[src/rtl/s2_pkg.sv]
// Shared constants and the receiver state encoding for the S2 serial link.
package s2_pkg;

    localparam int NBYTE     = 18;            // bytes per block, data bits per frame
    localparam int DW        = 8;             // byte width, also the number of planes
    localparam int AW        = 5;             // RB2 word address width
    localparam int PAW       = 3;             // plane-address bits at the head of a frame
    localparam int FRAME_LEN = PAW + NBYTE;   // 21 bits per well-formed frame
    localparam int CW        = 5;             // bit counter width

    // Counter values: a complete frame, and the saturation point that marks "too long".
    localparam logic [CW-1:0] CNT_FULL = CW'(FRAME_LEN);
    localparam logic [CW-1:0] CNT_SAT  = CW'(FRAME_LEN + 1);

    // Last drain index, in the drain counter's width.
    localparam logic [AW-1:0] IDX_LAST = AW'(NBYTE - 1);

    // Highest bit column of a buffer byte; plane a lands in column COL_MAX - a.
    localparam logic [PAW-1:0] COL_MAX = PAW'(DW - 1);

    typedef enum logic [2:0] {
        S_IDLE   = 3'd0,
        S_RECV   = 3'd1,
        S_COMMIT = 3'd2,
        S_DRAIN  = 3'd3,
        S_DONE   = 3'd4
    } state_e;

endpackage

[src/rtl/s2_serial_receiver_if.sv]
// Signal bundle between the S1-side link / RB2 consumer and the S2 receiver.
// Link protocol: sen is active low and frames a burst of sd bits, one bit per
// clock, MSB first; sen returns high for at least one clock between frames.
// There is no back-pressure: every sen=0 sample is consumed. RB2 side: a write
// happens on every cycle with RB2_RW=0, addressed by RB2_A with data RB2_D.
interface s2_serial_receiver_if;
    import s2_pkg::*;

    logic            sen;
    logic            sd;
    logic            RB2_RW;
    logic [AW-1:0]   RB2_A;
    logic [DW-1:0]   RB2_D;
    logic            done;
    logic            err;
    state_e          dbg_state;

    modport master (
        output sen, sd,
        input  RB2_RW, RB2_A, RB2_D, done, err, dbg_state
    );

    modport slave (
        input  sen, sd,
        output RB2_RW, RB2_A, RB2_D, done, err, dbg_state
    );

endinterface

[src/rtl/s2_rx_shift.sv]
// Serial frame deserialiser: counts sen=0 samples and shifts sd in MSB first.
// Reports frame completion when sen rises: ok for exactly FRAME_LEN bits,
// err for any other non-empty burst. The frame vector holds its value until
// the next frame's first bit is sampled.
module s2_rx_shift
    import s2_pkg::*;
(
    input  logic                 clk_i,
    input  logic                 rst_i,
    input  logic                 sen_i,
    input  logic                 sd_i,
    output logic [FRAME_LEN-1:0] frame_o,
    output logic                 frame_ok_o,
    output logic                 frame_err_o
);

    logic [CW-1:0]        cnt_q;
    logic [FRAME_LEN-1:0] shift_q;

    // Shift in frame bits and count them; bits beyond FRAME_LEN are dropped.
    always_ff @(posedge clk_i) begin
        if (rst_i) begin
            cnt_q   <= '0;
            shift_q <= '0;
        end else if (!sen_i) begin
            if (cnt_q < CNT_FULL) begin
                shift_q <= {shift_q[FRAME_LEN-2:0], sd_i};
            end
            if (cnt_q != CNT_SAT) begin
                cnt_q <= cnt_q + 1'b1;
            end
        end else begin
            cnt_q <= '0;
        end
    end

    // End-of-frame classification happens in the cycle sen is seen high.
    always_comb begin
        frame_o     = shift_q;
        frame_ok_o  = sen_i && (cnt_q == CNT_FULL);
        frame_err_o = sen_i && (cnt_q != '0) && (cnt_q != CNT_FULL);
    end

endmodule

[src/rtl/s2_serial_receiver.sv]
// S2 receiver top: collects 8 bit-plane frames into an 18x8 buffer, then
// drains the 18 bytes into RB2 on consecutive cycles and pulses done.
module s2_serial_receiver
    import s2_pkg::*;
(
    input  logic                  clk,
    input  logic                  rst,
    s2_serial_receiver_if.slave   bus
);

    state_e               state_q, state_d;
    logic [DW-1:0]        mask_q;
    logic [AW-1:0]        idx_q;
    logic [DW-1:0]        buf_q [NBYTE];
    logic                 ignore_q;
    logic                 err_q;
    logic                 rw_q;
    logic [AW-1:0]        a_q;
    logic [DW-1:0]        d_q;
    logic                 done_q;

    logic [FRAME_LEN-1:0] frame_w;
    logic                 ok_w;
    logic                 ferr_w;
    logic [PAW-1:0]       addr_w;
    logic [NBYTE-1:0]     data_w;
    logic [PAW-1:0]       col_w;
    logic [DW-1:0]        mask_next_w;
    logic                 full_w;
    logic                 drain_busy_w;

    s2_rx_shift u_shift (
        .clk_i       (clk),
        .rst_i       (rst),
        .sen_i       (bus.sen),
        .sd_i        (bus.sd),
        .frame_o     (frame_w),
        .frame_ok_o  (ok_w),
        .frame_err_o (ferr_w)
    );

    // Decode the held frame and see whether committing it completes the block.
    always_comb begin
        addr_w       = frame_w[FRAME_LEN-1 -: PAW];
        data_w       = frame_w[NBYTE-1:0];
        col_w        = COL_MAX - addr_w;
        mask_next_w  = mask_q | (DW'(1) << addr_w);
        full_w       = (mask_next_w == '1);
        // A frame starting in any of these cycles would overlap the write-out.
        drain_busy_w = (state_q == S_DRAIN) || (state_q == S_DONE) ||
                       ((state_q == S_COMMIT) && full_w);
    end

    // State register.
    always_ff @(posedge clk) begin
        if (rst) begin
            state_q <= S_IDLE;
        end else begin
            state_q <= state_d;
        end
    end

    // Next-state logic.
    always_comb begin
        state_d = state_q;
        unique case (state_q)
            S_IDLE, S_RECV: begin
                if (ok_w && !ignore_q) begin
                    state_d = S_COMMIT;
                end else if (!bus.sen) begin
                    state_d = S_RECV;
                end else begin
                    state_d = S_IDLE;
                end
            end
            S_COMMIT: begin
                if (full_w) begin
                    state_d = S_DRAIN;
                end else if (!bus.sen) begin
                    state_d = S_RECV;
                end else begin
                    state_d = S_IDLE;
                end
            end
            S_DRAIN: begin
                if (idx_q == IDX_LAST) begin
                    state_d = S_DONE;
                end
            end
            S_DONE: begin
                state_d = S_IDLE;
            end
            default: begin
                state_d = S_IDLE;
            end
        endcase
    end

    // Plane buffer: a committed frame fills one bit column of all 18 bytes.
    always_ff @(posedge clk) begin
        if (state_q == S_COMMIT) begin
            for (int j = 0; j < NBYTE; j++) begin
                buf_q[j][col_w] <= data_w[j];
            end
        end
    end

    // Mask, drain index, RB2 driver and done pulse.
    always_ff @(posedge clk) begin
        if (rst) begin
            mask_q <= '0;
            idx_q  <= '0;
            rw_q   <= 1'b1;
            a_q    <= '0;
            d_q    <= '0;
            done_q <= 1'b0;
        end else begin
            rw_q   <= 1'b1;
            done_q <= 1'b0;
            unique case (state_q)
                S_COMMIT: begin
                    mask_q <= mask_next_w;
                    idx_q  <= '0;
                end
                S_DRAIN: begin
                    rw_q  <= 1'b0;
                    a_q   <= idx_q;
                    d_q   <= buf_q[idx_q];
                    idx_q <= idx_q + 1'b1;
                end
                S_DONE: begin
                    done_q <= 1'b1;
                    a_q    <= '0;
                    mask_q <= '0;
                end
                default: begin
                end
            endcase
        end
    end

    // Protocol errors; frames that begin while draining are discarded whole.
    always_ff @(posedge clk) begin
        if (rst) begin
            err_q    <= 1'b0;
            ignore_q <= 1'b0;
        end else begin
            if (ferr_w) begin
                err_q <= 1'b1;
            end
            if (!bus.sen && drain_busy_w && !ignore_q) begin
                err_q    <= 1'b1;
                ignore_q <= 1'b1;
            end else if (bus.sen) begin
                ignore_q <= 1'b0;
            end
        end
    end

    assign bus.RB2_RW    = rw_q;
    assign bus.RB2_A     = a_q;
    assign bus.RB2_D     = d_q;
    assign bus.done      = done_q;
    assign bus.err       = err_q;
    assign bus.dbg_state = state_q;

endmodule

[src/flat_wrapper.sv]
// flat-port wrapper written by rule: the top's interface ports become plain ports
module s2_serial_receiver_flat import s2_pkg::*;
  (clk, rst, bus_sen, bus_sd, bus_RB2_RW, bus_RB2_A, bus_RB2_D, bus_done, bus_err, bus_dbg_state);
  s2_serial_receiver_if bus_i ();
  input  logic clk;
  input  logic rst;
  input wire logic [$bits(bus_i.sen)-1:0] bus_sen;
  input wire logic [$bits(bus_i.sd)-1:0] bus_sd;
  output wire logic [$bits(bus_i.RB2_RW)-1:0] bus_RB2_RW;
  output wire logic [$bits(bus_i.RB2_A)-1:0] bus_RB2_A;
  output wire logic [$bits(bus_i.RB2_D)-1:0] bus_RB2_D;
  output wire logic [$bits(bus_i.done)-1:0] bus_done;
  output wire logic [$bits(bus_i.err)-1:0] bus_err;
  output wire logic [$bits(bus_i.dbg_state)-1:0] bus_dbg_state;
  assign bus_i.sen = bus_sen;
  assign bus_i.sd = bus_sd;
  assign bus_RB2_RW = bus_i.RB2_RW;
  assign bus_RB2_A = bus_i.RB2_A;
  assign bus_RB2_D = bus_i.RB2_D;
  assign bus_done = bus_i.done;
  assign bus_err = bus_i.err;
  assign bus_dbg_state = bus_i.dbg_state;
  s2_serial_receiver u_core (.clk(clk), .rst(rst), .bus(bus_i));
endmodule
[config.mk]
export PLATFORM = sky130hd
export DESIGN_NAME = s2_serial_receiver_flat
export DESIGN_NICKNAME = d
export VERILOG_FILES = /design/src/rtl/s2_pkg.sv /design/src/rtl/s2_serial_receiver_if.sv /design/src/rtl/s2_rx_shift.sv /design/src/rtl/s2_serial_receiver.sv /design/src/flat_wrapper.sv
export SDC_FILE = /design/constraint.sdc
export NUM_CORES = 1
export LEC_CHECK = 0
export ABC_CLOCK_PERIOD_IN_PS = 3200
export BUFFER_PORTS_ARGS = -buffer_cell sky130_fd_sc_hd__buf_2
export CORE_AREA = 2 2 149 151
export CTS_CLUSTER_DIAMETER = 50
export DETAILED_ROUTE_END_ITERATION = 10
export DIE_AREA = 0 0 151 153
export SYNTH_ARGS = -nofsm -noshare
export SYNTH_HDL_FRONTEND = slang
export SYNTH_SLANG_ARGS = --single-unit
export TNS_END_PERCENT = 20
[constraint.sdc]
create_clock -name clk -period 3.2 [get_ports clk]
set_input_delay 0.16 -clock clk [delete_from_list [all_inputs] [get_ports clk]]
set_output_delay 0.16 -clock clk [all_outputs]
set_load 0.03 [all_outputs]
* After elaboration in Yosys (flattened, before gate mapping)
Memories as Yosys holds them, arrays and structs flattened. A register that Yosys moved wholly into a read port is not among the register bits.
Index checks and enable logic that the tools add are counted.
W data, S select, Z words.
** Storage, ports and cells
- Output and inout bits :: 19
- ROM bits :: 0
- Bits in latches :: 0
- RAM bits :: 144
- Bits in registers :: 51
- Memories kept :: 1
- Bits of input ports :: 4
- Word-level logic and storage cells :: 70
** Cells by class
- Divide/modulo/power cells :: 0
- Bitwise gates (word level) :: 2
- Add/sub/neg operators :: 3
- Reduce and logical (&&, ||, !) cells :: 22
- Muxes and demuxes :: 18
- Eq/ne operators :: 10
- Multiply operators :: 0
- $lt $le $gt $ge :: 3
- Shift-type cells :: 1
** Memories
- u_core.buf_q :: depth 18, width 8, read ports 1, clocked after Yosys merged registers in 1, wr ports 18, line s2_serial_receiver.sv:14 : logic [DW-1:0] buf_q [NBYTE];
** Operators with widths (count)
- $pmux W5 S2 :: 2
- $pmux W8 S2 :: 1
- $add A5 B1 Y5 const B :: 2
- $eq A5 B5 Y1 const B :: 2
- $ne A5 B5 Y1 const B :: 2
- $reduce_bool A2 Y1 :: 5
- $mux W1 :: 9
- $mux W3 :: 3
- $pmux W3 S3 :: 1
- $eq A8 B8 Y1 const B :: 1
- $logic_and A1 B1 Y1 :: 8
- $mux W8 :: 1
- $or A8 B8 Y8 :: 1
- $shl A1 B3 Y8 const A :: 1
- $eq A3 B2 Y1 const B :: 2
- $lt A5 B5 Y1 const B :: 1
- $reduce_bool A5 Y1 :: 1
- $lt A3 B4 Y1 const B :: 1
- $reduce_or A2 Y1 :: 2
- $demux W1 S3 :: 1
- $eq A3 B1 Y1 const B :: 1
- $eq A3 B3 Y1 const B :: 1
- $ge A3 B1 Y1 const B :: 1
- $logic_not A3 Y1 :: 1
- other kinds (6) :: 8

* Depth between registers and ports, before layout
Gate-level depths: netlist of run 1.
- Depth after elaboration :: 8
- Gate-level depth with buffers :: 8
- Depth with buffers taken out :: 7

* By module
From an unflattened synthesis of run 1, not the netlist that was laid out.
** Unflattened totals
- Cell total of the unflattened synthesis :: 580
- Area, all modules :: 8167.8 um2
** Modules (own cells, without submodules)
- s2_serial_receiver :: sequential area each 4984.8 um2, times used 1, area each 7035.5 um2, cells each 477
- s2_rx_shift :: sequential area each 520.5 um2, times used 1, area each 1132.3 um2, cells each 103

* Least setup slack after synthesis of run 1
No wires, ideal clock.
- Path kind :: reg2reg
- Start point :: register u_core.state_q[1], in the netlist u_core.bus.dbg_state[1]
- End point :: memory u_core.buf_q[0][7], enable pin
- Stages on the path, launching flop included :: 4
- Library setup time :: 0.418 ns
- Slack :: 0.293 ns
- Clock period less this slack :: 2.907 ns
- Arrival :: 2.489 ns
- Buffers on the path :: 0
- Required time :: 2.782 ns
- Cells stage by stage :: dfxtp_1 > nor3b_4 > or2b_1 > nor3_1
** RTL lines
- start, declared :: line s2_serial_receiver.sv:11 : state_e state_q, state_d;
- start signal, assigned :: line s2_serial_receiver.sv:59 : state_q <= state_d;
- end, declared :: line s2_serial_receiver.sv:14

==> run metrics, run 1 <==
status finished clean; Syn Area/Cell 14.99 um2; Post-CTS Setup Bufs 0; cts hold-fix bufs 2; sequential fraction of the synthesis area 68.79%; Hold Path Class primary input to flop; logic gate share of total power 1.0%; Vias per Instance approximately 5.2; biggest area consumer among synthesized cells edfxtp_1; initial antenna violation count 0; Die X 151 um; syn nets 544; fin crit period 2.506 ns; Power Dens Cells between 500 and 600 nW/um2; ys async rst share 0%; Peak supply drop 0.0002787 V; Synth area leaders edfxtp_1 54%, dfxtp_1 15%, mux2i_1 7.8%; max cap viols 0; Synth cell types 47; FP Rows 54; crit end category flop; final hold vios 0; Slew Limit Headroom roughly 26%; adder-cell share of the synthesized area 0.9381%; share of cells above drive strength 1 19.00%; Final Cell Area 9221 um2; Post-synth EDFFs 144; cell-internal power 4.427 mW; dpl ws 0.6641 ns; Ant. Diodes 0; Chip Height ~150 um; #FFs+latches synth slightly above 200; post-route clock period utilization about four fifths; Global Route Usage Sum 15.06%; f_max 399.1 MHz; Ys Warns 0; worst-case clock buffer depth 3; initial cell density of the core roughly 37%; switching part of the total power between 10% and 20%; RSZ-0062 raised after global routing no; Worst Clk Skew 0.01385 ns; Post-Synth XOR/XNOR Area 0.6567%; Congestion Overflow GR 0; final wirelength 16,830 um; CTS H-tree lvls 1; Max FO, Critical Path 25; drt drc 0; Reg power frac 50.9%; per-cell routed wire length just under 20 um; clk sinks 203; critical path arrival 2.87 ns; most common cell after layout, fill and taps aside edfxtp_1; Reg clk slew, reported paths approximately 0.060 ns; setup ws final 0.6942 ns; Area Growth Syn to Fin 15.23%; largest net degree at the start of global routing 47; multiplexer share of the synthesized area between 10% and 20%; clock network fraction of total power 48.1%; vias in the first global route approximately 4,500; num ports 23; PostCTS Resize Cnt 0; Pre-Repair DR Iteration Count 4; commonest cells after routing, fill and taps aside 144 x edfxtp_1, 63 x nor2_1, 62 x mux2i_1; setup_tns 0 ns; largest family of logic cells by synthesized area multiplexers; total power 5.486 mW; HPWL after detailed placement 10,670 um; final setup vio count 0; Critical Path RT about 3.6 ns; Synth Area in Compound Gates about 5.6%; post-synthesis simple-gate area fraction 8.255%; Core Region 21,490 um2; switching power between 1 and 1.5 mW; Synth Flop Type edfxtp_1; CTS root buf clkbuf_16; CTS Buf Count 23; vias 4,477; Syn Std Cell Area around 8000 um2; Syn Inst Count 534; CTS tree yes; die area 23,100 um2; Detail Route Antenna Nets 0; Crit Path Class flop to flop; Filler Cell Count 1,913; Placement Cell Area 8426 um2; first-pass GRT wire length 26,480 um; Clock Latency Late Sink roughly 0.50 ns; top cell type's share of synthesized area 54.03%; initial DRC count 389; gpl congestion 0.8307; worst-margin pin slew approximately 1.1 ns; Slew Viols, Final 0; Total Nets Final 573; port bufs 22; static leakage roughly 3.1 nW; Worst setup SP type flop
## through the flow
step                std cells  hold slack, ns  util [%]
detailed placement        816          0.4176     39.22
floorplan                 534          0.3039         -
finish                    859          0.1641     42.92
global route              859          0.1594     42.92
global placement          816          0.4124     39.22
CTS                       859          0.1515     42.92
## cell usage after synthesis, types with 8 or more instances
| cell type | instances |
|---|---|
| edfxtp_1 | 144 |
| a21oi_1 | 16 |
| nor3_1 | 21 |
| mux2_2 | 8 |
| mux2i_1 | 62 |
| dfxtp_1 | 59 |
| nand2_1 | 10 |
| buf_2 | 9 |
| clkbuf_1 | 15 |
| a22o_1 | 16 |
| a2111oi_1 | 8 |
| nor2_1 | 67 |
| mux4_2 | 16 |
## metal layers
| metal | GRT usage [%] | vias to the layer above | share of wire [%] |
|---|---|---|---|
| met5 | 0 | - | 0 |
| li1 | - | 2083 | - |
| met2 | 24.59 | 106 | 48 |
| met3 | 2.448 | 25 | 4.7 |
| met1 | 21.07 | 2263 | 46 |
| met4 | 3.738 | 0 | 1.6 |
## final cells by class
cell class / count / area [um2] / share of cell area (%)
clock buffers: 29 / 618.1 / 6.703
repair buffers: 37 / 240.2 / 2.605
inverters: 5 / 18.77 / 0.2035
clock inverters: 12 / 157.7 / 1.710
flip-flops and latches: 203 / 5509 / 59.74
multi-input cells: 293 / 2327 / 25.24
well taps: 280 / 350.3 / 3.799
## state kept, by name, indices dropped and copies added (netlist names)
name	cells
u_core.buf_q	144
u_core.u_shift.frame_o	21
u_core.bus.RB2_D	8
u_core.mask_q	8
u_core.bus.RB2_A	5
u_core.idx_q	5
u_core.u_shift.cnt_q	5
u_core.bus.dbg_state	3
u_core.bus.RB2_RW	1
u_core.bus.done	1
u_core.bus.err	1
u_core.ignore_q	1
## path summary, 6_finish.rpt
path,startpoint,to,slack (ns),cells past startpoint
setup / recovery,u_core.idx_q[1],u_core.bus.RB2_D[4],0.69,5
hold / removal,rst,u_core.u_shift.frame_o[16],0.16,2
setup reg to reg,u_core.idx_q[1],u_core.bus.RB2_D[4],0.69,5
hold reg to reg,u_core.mask_q[7],u_core.mask_q[7],0.48,2
## critical path, cell delays in order, from the launching register on
cell and delay (ns):
dfxtp_1 1.06, nor2b_1 0.52, a22o_1 0.24, nor3_1 0.06
a2111oi_1 0.41, nor3_1 0.09
## kinds of logic (layout without fill, tap and decap cells)
kind of cell / count (synthesis) / after routing
AO/OA/AOI/OAI: 60 / 60
adder cells (fa/ha/maj): 6 / 6
AND/OR/NAND/NOR: 135 / 135
multiplexers: 86 / 86
XOR/XNOR: 6 / 6
flip-flops: 203 / 203
buffers and inverters: 38 / 83
## power groups by stage
stage	Combinational, mW	Sequential (mW)	Clock, mW
after global placement	0.0496	2.85	0
after detailed placement	0.0509	2.85	0
after floorplan	0.0329	2.85	0
final	0.0521	2.79	2.64
after CTS	0.0531	2.79	2.69
after global routing	0.0564	2.79	2.80
(Power assumes the default switching activity.)
==> run 2: changes to the inputs <==
Settings changed: ABC_CLOCK_PERIOD_IN_PS 3200 to 2250.
Clock period 3.2 ns to 2.25 ns, I/O delays scaled along.
==> run metrics, run 2 (synthesis results as in run 1) <==
Area Growth Syn to Fin 16.42%; max cap viols 0; clock network fraction of total power 44.9%; critical path arrival about 2.4 ns; Reg power frac a little over half; Biggest register u_core.buf_q; Congestion Overflow GR 0; logic gate share of total power 1.0%; per-cell routed wire length between 15 and 20 um; worst-margin pin slew 0.6133 ns; CTS Buf Count 21; Clock Latency Late Sink roughly 0.49 ns; Slew Viols, Final 0; Slew Limit Headroom between 50% and 60%; switching power 1.446 mW; Vias per Instance 5.138; Peak supply drop 0.0004303 V; most common cell after layout, fill and taps aside edfxtp_1; share of cells above drive strength 1 a little over 20%; final setup vio count 0; final hold vios 0; CTS tree yes; post-route clock period utilization 90.08%; Worst Clk Skew ~0.0096 ns; drt drc 0; CTS root buf clkbuf_16; Detail Route Antenna Nets 0; Largest register FFs ~140; final wirelength 16,310 um; PostCTS Resize Cnt 0; non-filler cells, final 872; initial DRC count 433; fin crit period about 2.0 ns; FP Rows 54; Worst setup SP type flop; port bufs 22; RSZ-0062 raised after global routing no; clk sinks 203; Reg clk slew, reported paths around 0.06 ns; status finished clean; Total Nets Final between 500 and 600; HPWL after detailed placement 10,370 um; initial cell density of the core between 30% and 40%; Core Region ~21,000 um2; Die X 151 um; Critical Path RT between 2 and 3 ns; Max FO, Critical Path 8; num ports 23; largest net degree at the start of global routing 53; Pre-Repair DR Iteration Count 5; Chip Height 153 um; switching part of the total power 19.71%; vias 4,480; gpl congestion 0.7578; placed cells between 800 and 900; Crit Path Class flop to flop; static leakage 3.180 nW; first-pass GRT wire length 25,400 um; initial antenna violation count 0; CTS H-tree lvls 1; Global Route Usage Sum 14.19%; Power Dens Cells 787.6 nW/um2; WHS around 0.022 ns; vias in the first global route around 4,400; crit end category flop; commonest cells after routing, fill and taps aside 144 x edfxtp_1, 63 x nor2_1, 62 x mux2i_1; f_max 493.4 MHz; worst-case clock buffer depth 3; cell-internal power 5.892 mW; die area 23,100 um2; Hold Path Class primary input to flop; Ant. Diodes 0
run 2: cell types whose count changed in the layout (fill, tap and decap cells not counted):
| cell | previous run | this run |
|---|---|---|
| clkinv_4 | 2 | 3 |
| clkbuf_16 | 23 | 21 |
| clkinvlp_4 | 2 | 0 |
| clkbuf_1 | 4 | 2 |
| buf_12 | 1 | 8 |
| bufinv_16 | 3 | 1 |
| buf_4 | 12 | 21 |
| clkinv_2 | 3 | 6 |
| inv_8 | 1 | 0 |
| clkinv_1 | 0 | 2 |
run 2: metal layers:
| layer | global-route usage (%) | vias up | share of wire [%] |
|---|---|---|---|
| met5 | 0 | - | 0 |
| met4 | 4.272 | 0 | 2.2 |
| met3 | 1.970 | 27 | 4.5 |
| met2 | 23.51 | 118 | 49 |
| met1 | 19.42 | 2228 | 44 |
| li1 | - | 2107 | - |
run 2: path summary, 6_finish.rpt:
kind / from / end / slack, ns / depth (start not counted)
min: rst / u_core.ignore_q / 0.02 / 3
min reg2reg: u_core.mask_q[7] / u_core.mask_q[7] / 0.48 / 2
max reg2reg: u_core.idx_q[0] / u_core.bus.RB2_D[6] / 0.22 / 6
max: u_core.idx_q[0] / u_core.bus.RB2_D[6] / 0.22 / 6
run 2: final cells by class:
type | instances | area (um2)
well taps | 280 | 350.3
inverters | 5 | 18.77
flip-flops and latches | 203 | 5509
fillers | 1898 | 12170
clock buffers | 25 | 560.5
repair buffers | 53 | 447.9
clock inverters | 13 | 102.6
multi-input cells | 293 | 2327
run 2: power groups by stage:
stage / registers, mW / clock network [mW] / logic [mW]
6_report: 3.97 / 3.29 / 0.0727
5_1_grt: 3.97 / 3.53 / 0.0782
4_1_cts: 3.97 / 3.37 / 0.0743
3_5_place_dp: 4.05 / 0 / 0.0712
3_3_place_gp: 4.05 / 0 / 0.0688
2_1_floorplan: 4.05 / 0 / 0.0468
run 2: critical path, cell delays in order, from the launching register on:
cell and delay, ns:
dfxtp_4 0.43, buf_12 0.13, mux4_2 0.53, mux2i_1 0.22
nor2_1 0.10, a2111oi_1 0.37, nor3_1 0.10
run 2: what timing repair did:
action / 4_1_cts / 5_1_grt
setup endpoints to repair: 0 / 4
hold endpoints to repair: 2 / 0
hold buffers: 2 / 0
buffers inserted: 0 / 8
run 2: per-stage QoR:
step | setup TNS, ns | worst slack (ns) | power [mW] | util (%) | instance area [um2]
after global routing | 0 | 0.08473 | 7.581 | 43.36 | 9316
final | 0 | 0.2233 | 7.338 | 43.36 | 9316
after CTS | 0 | 0.04491 | 7.417 | 42.97 | 9231
after floorplan | -10.73 | -0.2031 | 4.100 | - | 8013
after detailed placement | 0 | 0.07148 | 4.124 | 39.79 | 8548
after global placement | 0 | 0.1249 | 4.121 | 39.79 | 8548
